[config.mk]
export PLATFORM = sky130hd
export DESIGN_NAME = loop_buffer_block_writer
export DESIGN_NICKNAME = d
export VERILOG_FILES = /design/src/rtl/loop_buffer_block_writer.sv
export SDC_FILE = /design/constraint.sdc
export NUM_CORES = 1
export LEC_CHECK = 0
export BUFFER_PORTS_ARGS = -buffer_cell sky130_fd_sc_hd__buf_2
export CORE_AREA = 5 5 254 256
export CTS_BUF_LIST = sky130_fd_sc_hd__clkbuf_8
export CTS_CLUSTER_DIAMETER = 40
export DETAILED_ROUTE_END_ITERATION = 12
export DIE_AREA = 0 0 259 261
export GPL_TIMING_DRIVEN = 0
export PLACE_DENSITY_LB_ADDON = 0.3
export SLEW_MARGIN = 20
export SYNTH_ARGS = -nofsm -noshare
export SYNTH_HDL_FRONTEND = slang
export SYNTH_SLANG_ARGS = --single-unit
export TNS_END_PERCENT = 5
[constraint.sdc]
create_clock -name wr_clk -period 2.2 [get_ports wr_clk]
set_input_delay 0.11 -clock wr_clk [delete_from_list [all_inputs] [get_ports wr_clk]]
set_output_delay 0.11 -clock wr_clk [all_outputs]
set_load 0.02 [all_outputs]
[src/rtl/loop_buffer_block_writer.sv]
// Write-side framer for the async loop buffer: turns a sop/eop sample stream into
// fixed-size blocks (optionally zero-padded) closed by a wlast pulse carrying an info word.
module loop_buffer_block_writer #(
    parameter int WDATA_WIDTH = 64,
    parameter int WADDR_WIDTH = 8,
    parameter int LOOP_WIDTH  = 9,
    parameter int INFO_WIDTH  = 256,
    parameter bit PAD_EN      = 1'b1
) (
    input  logic                                wr_clk,
    input  logic                                wr_rst,
    input  logic [WDATA_WIDTH-1:0]              s_data,
    input  logic                                s_vld,
    input  logic                                s_sop,
    input  logic                                s_eop,
    input  logic [INFO_WIDTH-WADDR_WIDTH-1:0]   s_info,
    output logic                                s_rdy,
    input  logic [LOOP_WIDTH-WADDR_WIDTH:0]     free_size,
    input  logic                                wr_rdy,
    output logic [WADDR_WIDTH-1:0]              wr_addr,
    output logic [WDATA_WIDTH-1:0]              wr_data,
    output logic                                wr_wen,
    output logic                                wr_wlast,
    output logic [INFO_WIDTH-1:0]               wr_info,
    output logic                                err_trunc,
    output logic [15:0]                         blk_cnt
);
    localparam int USER_WIDTH = INFO_WIDTH - WADDR_WIDTH;
    localparam logic [WADDR_WIDTH-1:0] IDX_MAX = '1;

    typedef enum logic [2:0] {IDLE, WRITE, DROP, PAD, LAST, GAP} state_t;

    state_t                  state, state_nxt;
    logic [WADDR_WIDTH-1:0]  idx;
    logic [WADDR_WIDTH-1:0]  len_m1;
    logic [USER_WIDTH-1:0]   user_info;
    logic                    accept;
    logic                    store;

    assign s_rdy  = (state == WRITE) || (state == DROP);
    assign accept = s_vld && s_rdy;
    // Words ahead of the first sop are thrown away so a block always starts on a packet.
    assign store  = (state == WRITE) && accept && ((idx != '0) || s_sop);

    always_ff @(posedge wr_clk) begin
        if (wr_rst) state <= IDLE;
        else        state <= state_nxt;
    end

    always_comb begin
        state_nxt = state;
        case (state)
            IDLE:  if ((free_size != '0) && wr_rdy) state_nxt = WRITE;
            WRITE: begin
                if (store) begin
                    if (s_eop)
                        state_nxt = (PAD_EN && (idx != IDX_MAX)) ? PAD : LAST;
                    else if (idx == IDX_MAX)
                        state_nxt = DROP;
                end
            end
            DROP:  if (accept && s_eop) state_nxt = LAST;
            PAD:   if (idx == IDX_MAX) state_nxt = LAST;
            LAST:  state_nxt = GAP;
            GAP:   state_nxt = IDLE;
            default: state_nxt = IDLE;
        endcase
    end

    always_ff @(posedge wr_clk) begin
        if (wr_rst) begin
            idx       <= '0;
            len_m1    <= '0;
            user_info <= '0;
            wr_addr   <= '0;
            wr_data   <= '0;
            wr_wen    <= 1'b0;
            wr_wlast  <= 1'b0;
            wr_info   <= '0;
            err_trunc <= 1'b0;
            blk_cnt   <= '0;
        end else begin
            wr_wen   <= 1'b0;
            wr_wlast <= 1'b0;
            case (state)
                WRITE: begin
                    if (store) begin
                        wr_wen  <= 1'b1;
                        wr_addr <= idx;
                        wr_data <= s_data;
                        idx     <= idx + 1'b1;
                        if (idx == '0) user_info <= s_info;
                        if (s_eop) begin
                            len_m1 <= idx;
                        end else if (idx == IDX_MAX) begin
                            len_m1    <= idx;
                            err_trunc <= 1'b1;
                        end
                    end
                end
                PAD: begin
                    wr_wen  <= 1'b1;
                    wr_addr <= idx;
                    wr_data <= '0;
                    idx     <= idx + 1'b1;
                end
                LAST: begin
                    // Registered so wlast lands the cycle after the final write, never with it.
                    wr_wlast <= 1'b1;
                    wr_info  <= {user_info, len_m1};
                    blk_cnt  <= blk_cnt + 16'd1;
                    idx      <= '0;
                end
                default: ;
            endcase
        end
    end
endmodule

==> run metrics, run 1 <==
status=finished, violations left; failing checks=negative setup slack; Post-Place Worst Slack=-0.715 ns; Clock Tree Root=clkbuf_8; first-pass GRT wire length=122 mm; Clk Latency, worst-skew pair=0.69 ns; worst hold path startpoint=free_size[0]; FF-to-FF End=wr_data[4]$_SDFFE_PP0P_; Synth top area share=0.571; Global Route Usage Sum=0.225; Max VDD drop=0.000568 V; CTS Sinks=614; fraction of layout cells with a size suffix above 1=0.245; Post-Synthesis Cells=2673; Top Ports=668; Mapped Nets=2996; DR iter-0 viols=1307; Die Ht=261 um; Max Clk Rate=0.449 GHz; Seq/Total Area, Yosys=0.571; footprint of the multi-input gates=8360 um2; Hold Path Sink=state[0]$_SDFFE_PP0P_; reg2reg setup slack=-0.03 ns; Clock Pin Slew Worst Setup and Hold Paths=0.06 ns; FILL cells=6001; grt ovf=0; GPL Wtd Cong=0.885; worst hold-check path type=input pin to flip-flop; R2R depth=7; slew margin rel.=0.381; number of register bits inferred by synthesis=614; TritonCTS clock tree=built; Slew Viols, Final=0; Critical Path AT=2.78 ns; worst setup margin=-0.0264 ns; Vias per Instance=4.77; largest net degree at the start of global routing=17; Max Clock Skew=0.0432 ns; Yosys top cell by area=dfxtp_1; P per Cell Area=743 nW/um2; area delta synth->final=46.4%; hpwl dp=58.7 mm; number of synthesized flops with an enable pin=0; Finish-stage setup viols=2; leakage=12.9 nW; FFs w/ async S/R, synth=0; final antenna-violating net count=0; DRT Pass-1 Iters=6; Tightest Pin Transition=0.928 ns; Cell variety after synth=47; RR Startpoint=state[0]$_SDFFE_PP0P_; Final nets=4090; total wire length=81.7 mm; H-tree depth=3; Die Area=67600 um2; Avg Inst Size Synth=8.05 um2; CP Capture Type=flip-flop; crit-path max FO=10; Top FF cell, synth=dfxtp_1; # rows=92; Sequential Area=12300 um2; Hold Path Depth=4; crit path time final=2.23 ns; most common library cells after synthesis=nand2_1 (1027), dfxtp_1 (614), a21oi_1 (537); total CTS buffers=106; Max-Cap Viols=0; Initial Util=0.345; final core utilization=0.506; number of global-route vias before repair=21900; Crit Path Class=flip-flop to flip-flop; unrepaired setup endpoints after global routing=yes; antenna violations before repair=8; top-count cell post-synth=nand2_1; DR vias=22500; YS warnings=0; Final Cycle Share=1.01; core area=62300 um2; drt drc=0; CP required=2.75 ns; DR WL/cell=17.3 um; I/O Buffers=667; Synth area leaders=dfxtp_1 (57%), nand2_1 (18%), a21oi_1 (12%); final hold vios=0; Chip Width=259 um; Worst setup SP type=flip-flop; Post-Syn Area=21500 um2; clk buf depth=3
[power by group]
part	switching, W	internal [W]
combinational	0.000890	0.000827
clock	0.00486	0.00545
sequential	0.0000856	0.0113
total	0.00584	0.0176
[worst max path at each step]
| stage | to | cells after the start | slack (ns) | startpoint |
|---|---|---|---|---|
| after floorplan | blk_cnt[14]$_SDFFE_PP0P_ | 5 | 0.35 | blk_cnt[0]$_SDFFE_PP0P_ |
| after global placement | user_info[210]$_SDFFE_PP0P_ | 8 | -0.69 | idx[0]$_SDFFE_PP0P_ |
| after detailed placement | user_info[211]$_SDFFE_PP0P_ | 8 | -0.72 | idx[0]$_SDFFE_PP0P_ |
| after CTS | state[0]$_SDFFE_PP0P_ | 6 | -0.06 | idx[0]$_SDFFE_PP0P_ |
| after global routing | wr_data[5]$_SDFFE_PP0P_ | 7 | -0.10 | state[0]$_SDFFE_PP0P_ |
| final | wr_data[4]$_SDFFE_PP0P_ | 7 | -0.03 | state[0]$_SDFFE_PP0P_ |
[metrics by stage]
| step | power [W] | instance area (um2) | hold slack (ns) | instances | TNS [ns] |
|---|---|---|---|---|---|
| finish | 0.0234 | 31500 | 0.0813 | 4715 | -0.0292 |
| global route | 0.0243 | 31500 | 0.106 | 4711 | -1.79 |
| CTS | 0.0236 | 31300 | 0.00940 | 4702 | -0.257 |
| detailed placement | 0.0128 | 25900 | 0.339 | 4186 | -216.00 |
| global placement | 0.0128 | 25900 | 0.333 | 4186 | -211.94 |
| floorplan | 0.0122 | 21500 | 0.247 | 2673 | 0 |
[registers in the layout (all words and copies together) (netlist names), 3 cells and up]
| name | flops |
|---|---|
| wr_data | 64 |
| wr_info | 256 |
| idx | 8 |
| state | 3 |
| wr_addr | 8 |
| len_m1 | 8 |
| blk_cnt | 16 |
| user_info | 248 |
[cell families after synthesis]
group,after synthesis,synth area share
xor+xnor,10,0.00407
compound gates,645,0.165
mux,3,0.00140
buf+inv,219,0.0423
flops,614,0.571
simple gates,1179,0.214
fa+ha+maj,3,0.00174
[per-layer routing]
metal,part of all wire,track usage,vias to the layer above
met3,0.071,0.0607,218
met4,0.044,0.101,0
met2,0.47,0.377,777
met1,0.41,0.274,10400
li1,-,-,11100
met5,0,0,-
[critical path, cell delays in order (launching register included)]
cell,delay (ns)
dfxtp_1,0.35
buf_2,0.23
nor2b_4,0.28
nand2_1,0.23
clkbuf_1,0.30
clkbuf_1,0.32
a32oi_1,0.31
nor2_1,0.07
[layout by cell type (no fill, tap or decap), types with 3 or more instances in the layout]
cell,n
mux2i_1,3
dfxtp_1,611
o211ai_1,10
clkbuf_1,113
diode_2,12
clkinv_2,17
ha_1,3
clkbuf_8,127
or3_1,8
xor2_1,4
o21ai_0,16
nand3_1,26
clkinv_4,4
inv_1,46
and4_1,3
and3_1,4
clkbuf_2,39
dlygate4sd3_1,316
clkbuf_4,21
nor3_1,6
nand4_1,8
xnor2_1,6
buf_8,3
buf_2,690
buf_4,9
dfxtp_2,3
buf_1,3
a32oi_1,64
a21oi_1,536
nand2_1,1026
a21boi_0,3
nor2_1,82
buf_6,5
[timing repair]
action,CTS,global route
cloned,0,1
gates resized for setup,50,72
hold buffers,316,0
setup buffers,2,0
endpoints found under the hold margin,333,0
pin swaps,1,2
setup endpoints to repair,508,479
[final cells by class]
class / count / area share
sequential: 614 / 0.390
multi-input combinational: 1840 / 0.265
buffer: 213 / 0.0334
clock inverter: 71 / 0.0131
antenna: 12 / 0.000953
inverter: 6 / 0.000715
tap: 846 / 0.0336
clock buffer: 127 / 0.0555
timing repair buffer: 986 / 0.207
Power figures use the tool's default switching activity.
==> run 2: changes to the inputs <==
--- a/config.mk
+++ b/config.mk
@@ -8,11 +8,12 @@
 export BUFFER_PORTS_ARGS = -buffer_cell sky130_fd_sc_hd__buf_2
 export CORE_AREA = 5 5 254 256
 export CTS_BUF_LIST = sky130_fd_sc_hd__clkbuf_8
-export CTS_CLUSTER_DIAMETER = 40
+export CTS_CLUSTER_DIAMETER = 100
 export DETAILED_ROUTE_END_ITERATION = 12
 export DIE_AREA = 0 0 259 261
 export GPL_TIMING_DRIVEN = 0
 export PLACE_DENSITY_LB_ADDON = 0.3
+export SETUP_SLACK_MARGIN = 0.15
 export SLEW_MARGIN = 20
 export SYNTH_ARGS = -nofsm -noshare
 export SYNTH_HDL_FRONTEND = slang
==> run metrics, run 2 (synthesis results as in run 1) <==
status=finished clean; total CTS buffers=101; P per Cell Area=745 nW/um2; WL met2=38.9 mm; GPL Wtd Cong=0.885; Die Ht=261 um; # rows=92; Hold Path Sink=state[0]$_SDFFE_PP0P_; number of global-route vias before repair=21900; Slew Viols, Final=0; DR WL met3=5.91 mm; area delta synth->final=47.0%; slew margin rel.=0.326; footprint of the multi-input gates=8370 um2; final antenna-violating net count=0; commonest non-fill, non-tap cell in the layout=nand2_1; Max Used Layer=met4; worst hold-check path type=input pin to flip-flop; R2R depth=7; Die Area=67600 um2; leakage=12.9 nW; Clock Pin Slew Worst Setup and Hold Paths=0.07 ns; FF-to-FF End=wr_data[44]$_SDFFE_PP0P_; DP Area=25900 um2; core area=62300 um2; reg2reg setup slack=0.09 ns; H-tree depth=3; clk buf depth=3; crit-path max FO=10; first-pass GRT wire length=123 mm; Final nets=4092; Vias per Instance=4.81; Clk Latency, worst-skew pair=0.70 ns; CP required=2.82 ns; FILL cells=5981; Met1 Routed Length=33.8 mm; Finish-stage setup viols=0; Max Clk Rate=0.474 GHz; unrepaired setup endpoints after global routing=yes; antenna violations before repair=6; hpwl dp=58.7 mm; Global Route Usage Sum=0.227; Chip Width=259 um; final hold vios=0; Crit Path Class=flip-flop to flip-flop; drt drc=0; CP Capture Type=flip-flop; commonest non-fill, non-tap cells in the layout=nand2_1 (1026), buf_2 (691), dfxtp_1 (611); Top Ports=668; worst hold path startpoint=free_size[0]; Clock Tree Root=clkbuf_8; fraction of layout cells with a size suffix above 1=0.250; Sequential Area=12300 um2; Final Cycle Share=0.958; Initial Util=0.345; Largest regs=wr_info (256), user_info (248), wr_data (64); largest net degree at the start of global routing=16; CTS Sinks=614; Max VDD drop=0.000531 V; Tightest Pin Transition=1.01 ns; DRT Pass-1 Iters=5; max reg flops=256; Critical Path AT=2.72 ns; TritonCTS clock tree=built; Worst setup SP type=flip-flop; total power=0.0236 W; DR iter-0 viols=1282; Max Clock Skew=0.0480 ns; DR vias=22600; Hold Slack=0.0942 ns; I/O Buffers=667; Reg with most FFs=wr_info; RR Startpoint=idx[7]$_SDFFE_PP0P_; Hold Path Depth=4; Max-Cap Viols=0; total wire length=82.3 mm; DR WL/cell=17.5 um; grt ovf=0; crit path time final=2.11 ns; design area=31600 um2
-- run 2: cell count changes in the layout (fill, tap and decap cells not counted), moves of 3 or more --
cell,before,now
a21oi_1,536,533
inv_1,46,37
clkinv_2,17,8
buf_4,9,17
clkbuf_1,113,102
diode_2,12,8
clkbuf_8,127,130
buf_6,5,10
a21oi_2,1,4
clkbuf_2,39,45
clkinv_4,4,1
buf_1,3,0
-- run 2: worst max-delay path by stage --
stage	startpoint	end	slack (ns)	depth (start not counted)
finish	idx[7]$_SDFFE_PP0P_	wr_data[44]$_SDFFE_PP0P_	0.09	7
global route	idx[3]$_SDFFE_PP0P_	state[2]$_SDFFE_PP0P_	-0.002	5
CTS	state[1]$_SDFFE_PP0P_	s_rdy	0.02	5
detailed placement	idx[0]$_SDFFE_PP0P_	user_info[211]$_SDFFE_PP0P_	-0.72	8
global placement	idx[0]$_SDFFE_PP0P_	user_info[210]$_SDFFE_PP0P_	-0.69	8
floorplan	blk_cnt[0]$_SDFFE_PP0P_	blk_cnt[14]$_SDFFE_PP0P_	0.35	5
-- run 2: worst max-delay path: stages (launching register included) --
cell and delay [ns]:
dfxtp_1 0.29, clkbuf_1 0.21, or4_1 0.66, o211ai_4 0.26
buf_4 0.15, buf_2 0.22, a32oi_1 0.15, nor2_1 0.13
-- run 2: repair_timing --
action,CTS,global route
endpoints found under the hold margin,333,0
pin swaps,3,2
gates resized for setup,67,109
endpoints found under the setup margin,573,550
hold buffers,316,0
setup buffers,4,5
gates cloned,0,1
-- run 2: per-layer routing --
| layer | up-vias | track usage |
|---|---|---|
| met5 | - | 0 |
| met2 | 830 | 0.380 |
| li1 | 11100 | - |
| met3 | 211 | 0.0603 |
| met4 | 0 | 0.0992 |
| met1 | 10500 | 0.276 |
-- run 2: area by class of cell --
cell class,instances,share of cell area
flip-flops and latches,614,0.389
clock buffers,130,0.0566
inverters,6,0.000712
clock inverters,51,0.0111
repair buffers,993,0.208
multi-input cells,1840,0.265
diodes,8,0.000633
plain buffers,213,0.0357
well taps,846,0.0335
-- run 2: report_power, final --
group / total (W) / switching (W) / internal [W]
combinational: 0.00174 / 0.000896 / 0.000847
clock: 0.0104 / 0.00476 / 0.00569
sequential: 0.0114 / 0.0000857 / 0.0113
total: 0.0236 / 0.00574 / 0.0178
-- run 2: metrics by stage --
step | instances | worst slack, ns | util | setup TNS [ns]
global placement | 4186 | -0.686 | 0.416 | -211.94
CTS | 4687 | 0.0181 | 0.504 | 0
detailed placement | 4186 | -0.715 | 0.416 | -216.00
finish | 4701 | 0.0919 | 0.508 | 0
floorplan | 2673 | 0.346 | - | 0
global route | 4698 | -0.00206 | 0.508 | -0.00206
==> run 3: changes to the inputs <==
--- a/config.mk
+++ b/config.mk
@@ -12,7 +12,7 @@
 export DETAILED_ROUTE_END_ITERATION = 12
 export DIE_AREA = 0 0 259 261
 export GPL_TIMING_DRIVEN = 0
-export PLACE_DENSITY_LB_ADDON = 0.3
+export MAX_ROUTING_LAYER = met4
 export SETUP_SLACK_MARGIN = 0.15
 export SLEW_MARGIN = 20
 export SYNTH_ARGS = -nofsm -noshare
==> run metrics, run 3 (synthesis results as in run 1) <==
commonest non-fill, non-tap cells in the layout=nand2_1 (1025), buf_2 (684), dfxtp_1 (610); first-pass GRT wire length=126 mm; crit path time final=2.01 ns; DP Area=25900 um2; clock group share of total power=0.441; Worst setup SP type=flip-flop; Finish-stage setup viols=0; GPL Wtd Cong=0.909; max reg flops=256; reg2reg setup slack=0.19 ns; worst hold-check path type=input pin to flip-flop; largest net degree at the start of global routing=17; Final Cycle Share=0.912; Die Ht=261 um; Vias per Instance=4.81; Sw Pwr=0.00579 W; CTS Sinks=614; core area=62300 um2; grt ovf=0; Die Area=67600 um2; Max Clock Skew=0.0472 ns; CP required=2.80 ns; CP Capture Type=flip-flop; drt drc=0; Crit Path Class=flip-flop to flip-flop; CP Buf/Inv Count=4; Initial Util=0.345; sw frac=0.246; DR WL/cell=17.9 um; sequential share of power=0.482; area delta synth->final=47.8%; Gate power share=0.076; antenna violations before repair=6; clk buf depth=3; total CTS buffers=104; Largest regs=wr_info (256), user_info (248), wr_data (64); Top Ports=668; unrepaired setup endpoints after global routing=yes; crit-path max FO=5; number of global-route vias before repair=22100; hpwl dp=60.1 mm; status=finished clean; Max-Cap Viols=0; Top cell by count, worst path=buf_8; design area=31800 um2; P per Cell Area=741 nW/um2; Global Route Usage Sum=0.239; total wire length=84.5 mm; Tightest Pin Transition=0.967 ns; Max Clk Rate=0.498 GHz; delay-heaviest family, CP=simple AND/OR/NAND/NOR gates; DRT Pass-1 Iters=6; Reg with most FFs=wr_info; RR Startpoint=idx[0]$_SDFFE_PP0P_; final antenna-violating net count=0; FILL cells=6070; Final nets=4103; CP max stage cell=or4b_4; TritonCTS clock tree=built; DR iter-0 viols=1419; Hold Path Depth=5; Hold Path Sink=state[2]$_SDFFE_PP0P_; commonest non-fill, non-tap cell in the layout=nand2_1; R2R depth=9; Chip Width=259 um; Clock Pin Slew Worst Setup and Hold Paths=0.06 ns; slew margin rel.=0.355; H-tree depth=3; # rows=92; fraction of layout cells with a size suffix above 1=0.257; cell internal pwr=0.0178 W; Clk Latency, worst-skew pair=0.71 ns; Max VDD drop=0.000534 V; FF-to-FF End=wr_data[45]$_SDFFE_PP0P_; I/O Buffers=667; Crit path largest cell delay=0.48 ns; Setup TNS=0 ns; Slew Viols, Final=0; Clock Tree Root=clkbuf_8; DR vias=22700; worst hold path startpoint=free_size[1]; Critical Path AT=2.60 ns; worst path cell trace=inv_4, ha_4, or4b_4, o211ai_4, buf_12, buf_8, buf_8, a32oi_1, nor2_1; leakage=13.1 nW; final hold vios=0
[run 3: worst max path at each step]
stage,start,endpoint,slack (ns),depth (start not counted)
floorplan,blk_cnt[0]$_SDFFE_PP0P_,blk_cnt[14]$_SDFFE_PP0P_,0.35,5
global placement,wr_rst,user_info[14]$_SDFFE_PP0P_,-0.74,5
detailed placement,wr_rst,user_info[15]$_SDFFE_PP0P_,-0.81,5
CTS,state[0]$_SDFFE_PP0P_,wr_info[221]$_SDFFE_PP0P_,0.06,7
global route,state[0]$_SDFFE_PP0P_,wr_info[239]$_SDFFE_PP0P_,-0.007,7
finish,idx[0]$_SDFFE_PP0P_,wr_data[45]$_SDFFE_PP0P_,0.19,9
[run 3: tightest hold or removal path: stages]
cell and delay, ns:
buf_2 0.10, nor2_1 0.13, o21ai_0 0.18, nand2_1 0.13, a2111oi_0 0.07
[run 3: power by group through the flow]
stage | Combinational [W] | Clock [W] | Sequential (W)
6_report | 0.00180 | 0.0104 | 0.0114
3_5_place_dp | 0.00123 | 0 | 0.0116
3_3_place_gp | 0.00122 | 0 | 0.0116
2_1_floorplan | 0.000556 | 0 | 0.0116
4_1_cts | 0.00173 | 0.0107 | 0.0114
5_1_grt | 0.00194 | 0.0112 | 0.0114
[run 3: cell type report]
| cell class | instances | area, um2 | area share |
|---|---|---|---|
| timing repair buffer | 1001 | 6680 | 0.210 |
| tap | 846 | 1060 | 0.0333 |
| sequential | 614 | 12300 | 0.387 |
| antenna | 7 | 17.5 | 0.000551 |
| clock inverter | 54 | 340 | 0.0107 |
| clock buffer | 131 | 1800 | 0.0567 |
| multi-input combinational | 1840 | 8400 | 0.264 |
| inverter | 6 | 25.0 | 0.000787 |
| buffer | 213 | 1180 | 0.0371 |
[run 3: per-layer routing]
metal,wire length [um],GRT usage,up-vias
li1,-,-,11100
met1,36000,0.295,10600
met2,40100,0.392,784
met3,5380,0.0475,188
met4,3030,0.0916,0
met5,0,-,-
[run 3: per-stage QoR]
step | hold slack, ns | cells | setup slack (ns) | power, W | util
global route | 0.0360 | 4711 | -0.00729 | 0.0245 | 0.511
global placement | 0.333 | 4186 | -0.738 | 0.0128 | 0.416
floorplan | 0.247 | 2673 | 0.346 | 0.0122 | -
CTS | 0.00724 | 4693 | 0.0579 | 0.0238 | 0.505
detailed placement | 0.339 | 4186 | -0.809 | 0.0128 | 0.416
finish | 0.0883 | 4712 | 0.194 | 0.0236 | 0.511
[run 3: what timing repair did]
item | 4_1_cts | 5_1_grt
buffers inserted | 4 | 11
cloned | 0 | 1
pin swaps | 2 | 6
hold endpoints to repair | 333 | 0
gates resized for setup | 88 | 147
hold buffers | 318 | 0
setup endpoints to repair | 591 | 561
